--- config.mk ---
export PLATFORM = sky130hd
export DESIGN_NAME = instruction_decoder
export DESIGN_NICKNAME = d
export VERILOG_FILES = /design/src/rtl/instruction_decoder.sv
export SDC_FILE = /design/constraint.sdc
export NUM_CORES = 1
export LEC_CHECK = 0
export BUFFER_PORTS_ARGS = -buffer_cell sky130_fd_sc_hd__buf_2
export CORE_MARGIN = 3
export CORE_UTILIZATION = 41
export CTS_BUF_LIST = sky130_fd_sc_hd__clkbuf_4 sky130_fd_sc_hd__clkbuf_8
export DETAILED_ROUTE_END_ITERATION = 10
export MAX_ROUTING_LAYER = met4
export PLACE_DENSITY = 0.81
export SYNTH_ARGS = -nofsm -noshare
export SYNTH_HDL_FRONTEND = slang
export SYNTH_SLANG_ARGS = --single-unit
--- constraint.sdc ---
create_clock -name clk -period 1.55 [get_ports clk]
set_clock_uncertainty 0.05 [all_clocks]
set_input_delay 0.155 -clock clk [delete_from_list [all_inputs] [get_ports clk]]
set_output_delay 0.155 -clock clk [all_outputs]
set_load 0.01 [all_outputs]
--- src/rtl/instruction_decoder.sv ---
// rtl/instruction_decoder.sv - 8-bit instruction decoder with zero flag and post-jump squash
module instruction_decoder #(
   parameter int SQUASH_CYCLES = 2
) (
   input  logic       clk,
   input  logic       sync_reset,
   input  logic [7:0] pm_data,
   input  logic       alu_zero,
   output logic       jmp,
   output logic       jmp_nz,
   output logic [3:0] jmp_addr,
   output logic       dont_jmp,
   output logic       ld_en,
   output logic [2:0] ld_sel,
   output logic [3:0] imm,
   output logic       alu_en,
   output logic [2:0] alu_func,
   output logic [7:0] from_ID
);

   localparam logic [7:0] NOP    = 8'hE0;
   localparam logic [1:0] SQ_LEN = 2'(SQUASH_CYCLES);
   localparam bit         SQ_EN  = (SQUASH_CYCLES > 0);

   typedef enum logic {RUN, SQUASH} state_t;

   state_t     state, state_nxt;
   logic [1:0] cnt, cnt_nxt;
   logic [7:0] ir, ir_nxt;
   logic       z, z_nxt;
   logic       taken;

   always_comb begin
      jmp      = 1'b0;
      jmp_nz   = 1'b0;
      jmp_addr = 4'h0;
      ld_en    = 1'b0;
      ld_sel   = 3'd0;
      imm      = 4'h0;
      alu_en   = 1'b0;
      alu_func = 3'd0;
      if (!ir[7]) begin
         ld_en  = 1'b1;
         ld_sel = ir[6:4];
         imm    = ir[3:0];
      end else if (!ir[6]) begin
         alu_en   = 1'b1;
         alu_func = ir[5:3];
      end else if (!ir[5]) begin
         jmp      = !ir[4];
         jmp_nz   = ir[4];
         jmp_addr = ir[3:0];
      end
   end

   assign dont_jmp = z;
   assign from_ID  = ir;
   assign taken    = jmp | (jmp_nz & ~z);

   // cnt counts squash NOPs still to be shown; the cnt==1 edge already accepts the next fetch
   always_comb begin
      state_nxt = state;
      cnt_nxt   = cnt;
      ir_nxt    = pm_data;
      z_nxt     = alu_en ? alu_zero : z;
      case (state)
         RUN: begin
            if (taken && SQ_EN) begin
               ir_nxt    = NOP;
               cnt_nxt   = SQ_LEN;
               state_nxt = SQUASH;
            end
         end
         SQUASH: begin
            cnt_nxt = cnt - 2'd1;
            if (cnt == 2'd1) state_nxt = RUN;
            else             ir_nxt    = NOP;
         end
         default: state_nxt = RUN;
      endcase
   end

   always_ff @(posedge clk) begin
      if (sync_reset) begin
         state <= RUN;
         cnt   <= 2'd0;
         ir    <= NOP;
         z     <= 1'b0;
      end else begin
         state <= state_nxt;
         cnt   <= cnt_nxt;
         ir    <= ir_nxt;
         z     <= z_nxt;
      end
   end

endmodule
==> out/qor.csv <==
stage,metric,value,unit
outcome,status,"complete, no violations",
grt,grt_pass1_vias,468,
grt,grtUsageTotal,0.140,
routing,drt_wl_total,1.19,mm
floorplanning,coreArea,1170,um2
synthesis,netlist_instances,57,
synthesis,yosysMostFrequentCell,and2_1,
power_and_ir_drop,ir_worst_vdd,0.586,mV
floorplanning,initial_core_util,0.467,
power_and_ir_drop,power.leakage,0.417,nW
grt,grt_overflow,0,
run,maxCapViolCount,0,
clock_network,cts_buffers,3,
timing,max_freq,682,MHz
routing,first_pass_iters,2,
placed_design,placed_area,741,um2
setup_path,rr_worst_depth,3,
setup_path,crit_chain,buf_4 -> and2b_2 -> and2_1 -> buf_2,
setup_path,regToRegSetupSlack,0.25,ns
synthesis,synth_top_cell_by_area,dfxtp_1,
placed_design,dp_cells,107,
layout,drive_gt1_frac,0.480,
worst_hold_path,holdCritStartpoint,pm_data[5],
timing,slew_violations,0,
timing,fin_ws,0.0837,ns
grt,grt_max_degree,12,
routing,post_drt_wl_per_cell,10.6,um
layout,finish.instance_area,788,um2
layout,syn_to_final_growth,44.2,%
timing,rsz0062_at_grt,no,
placed_design,hpwl,964,um
floorplanning,dieArea,1810,um2
synthesis,dominantRegCellSynth,dfxtp_1,
synthesis,synth_seq_area_share,0.439,
timing,setup_tns,0,ns
timing,finalSetupViolations,0,
synthesis,synth_area_per_cell,9.59,um2
floorplanning,die_x,42.5,um
placed_design,port-buffer-count,37,
routing,ant_nets,0,
worst_hold_path,whs_path_depth,2,
timing,final.min_clock_period,1.47,ns
floorplanning,die-height,42.5,um
routing,vias,497,
floorplanning,num_io_pins,38,
setup_path,path_buf_inv,2,
worst_hold_path,holdPathEnd,from_ID[5],
clock_network,clk_path_buf_depth,2,
setup_path,cpLargestDelayFamily,simple AND/OR/NAND/NOR gates,
setup_path,endpoint_kind,output port,
setup_path,crit_path_max_incr_delay,0.31,ns
setup_path,arrival,1.26,ns
layout,finalNonFillerCells,112,
synthesis,ys_ff_latch,12,
timing,relSlewSlack,0.779,
clock_network,htreeDepth,1,
synthesis,ys_warn_count,0,
setup_path,path_max_fanout,11,
worst_hold_path,hold_class,in -> reg,
synthesis,synth-edff-count,0,
power_and_ir_drop,power_density,958,nW/um2
timing,hold_viol,0,
placed_design,gp_congestion,0.685,
setup_path,worstPathRequired,1.34,ns
setup_path,r2r_start,from_ID[5],
grt,antenna_found_initial,0,
synthesis,yosys-top-cells-area,"dfxtp_1 (44%), and2_1 (15%), nor2b_1 (9.2%), a221oi_4 (4.8%), a21oi_1 (3.7%)",
synthesis,synth_nets,69,
layout,nets,111,
clock_network,hold_buffers,0,
synthesis,post_synth_num_cell_types,18,
setup_path,r2r_end,from_ID[3],
setup_path,slowest_stage,dfxtp_1,
layout,diodes,0,
floorplanning,rows,12,
grt,grt_pass1_wl,1.95,mm
setup_path,cp-start-kind,register,
clock_network,cts_num_sinks,12,
synthesis,synth_common_cells,"and2_1 (13), dfxtp_1 (12), nor2b_1 (8)",
routing,drtIter0Drc,3,
timing,post-route-period-util,0.946,
routing,viasPerCell,4.44,
routing,drc,0,
synthesis,async_flop_share,0,
clock_network,cts.clk_slew.worst_paths,0.07,ns
timing,worst_pin_slew,0.331,ns
synthesis,synth_top_area_frac,0.439,
clock_network,clk_latency,0.26,ns
setup_path,crit_type,reg -> out,
clock_network,tritoncts,built,
clock_network,cts_root_buffer,clkbuf_4,
placed_design,place_ws,0.236,ns
synthesis,syn-cell-area,547,um2
-- flip-flops by register name, indices dropped and copies added, names as in the netlist --
| name | cells |
|---|---|
| cnt | 2 |
| dont_jmp | 1 |
| from_ID | 8 |
| state | 1 |
-- placed cells by master, fill, tap and decap left out, types with 2 or more instances in the layout --
| master | count |
|---|---|
| inv_1 | 3 |
| buf_2 | 37 |
| buf_4 | 2 |
| dfxtp_1 | 11 |
| nor2b_1 | 8 |
| nand2_1 | 2 |
| and2_1 | 13 |
| mux2i_1 | 2 |
| a21oi_1 | 4 |
| clkbuf_4 | 3 |
| nand2b_1 | 3 |
-- cells by family (layout without fill, tap and decap cells) --
| group | Yosys count | count (layout) | share of synthesized area |
|---|---|---|---|
| muxes | 2 | 2 | 0.0366 |
| buffers and inverters | 5 | 46 | 0.0503 |
| and+or+nand+nor | 31 | 31 | 0.350 |
| DFF | 12 | 12 | 0.439 |
| adders and majority gates | 1 | 1 | 0.0229 |
| AOI/OAI and AO/OA | 5 | 5 | 0.0847 |
| xor gates and xnor gates | 1 | 1 | 0.0160 |
-- per-layer routing --
layer	vias to the layer above	wire length, um	track usage
li1	266	-	-
met1	206	512	0.173
met2	23	557	0.216
met3	2	102	0.0258
met4	0	15	0.0745
met5	-	0	-
-- how the worst max path moves through the flow --
| stage | from | end | cells past startpoint |
|---|---|---|---|
| global route | from_ID[7] | alu_func[2] | 4 |
| floorplan | from_ID[5] | from_ID[0] | 4 |
| global placement | from_ID[5] | from_ID[3] | 3 |
| finish | from_ID[7] | alu_func[1] | 4 |
| CTS | from_ID[6] | jmp_addr[0] | 3 |
| detailed placement | from_ID[5] | from_ID[0] | 3 |
-- worst register-to-register path, stage by stage (launching register included) --
cell and delay [ns]:
dfxtp_1 0.38, and3b_2 0.28, a221oi_4 0.35, and2_1 0.18
-- per-stage QoR --
step                utilization  power [W]  hold slack [ns]
floorplan                     -   0.000460            0.174
global placement          0.632   0.000519            0.288
detailed placement        0.632   0.000523            0.289
CTS                       0.663   0.000764          0.00492
global route              0.673   0.000799           0.0103
finish                    0.673   0.000755           0.0166
-- final cells by class --
cell class,count,area (um2)
Clock buffer,4,36.3
Timing Repair Buffer,39,200
Tap cell,14,17.5
Multi-Input combinational cell,40,282
Fill cell,97,383
Sequential cell,12,241
Inverter,3,11.3
-- repair_timing --
item / 4_1_cts / 5_1_grt
hold endpoints to repair: 0 / 0
gates resized for setup: 0 / 3
endpoints found under the setup margin: 0 / 8
setup buffers: 0 / 1
-- power by group --
group	switching [W]	leakage [nW]	internal (W)
logic	0.0000775	0.298	0.0000797
clock network	0.0000955	0.0210	0.000143
registers	0.0000236	0.0989	0.000336
No activity file was read; power rests on OpenSTA's default activity.
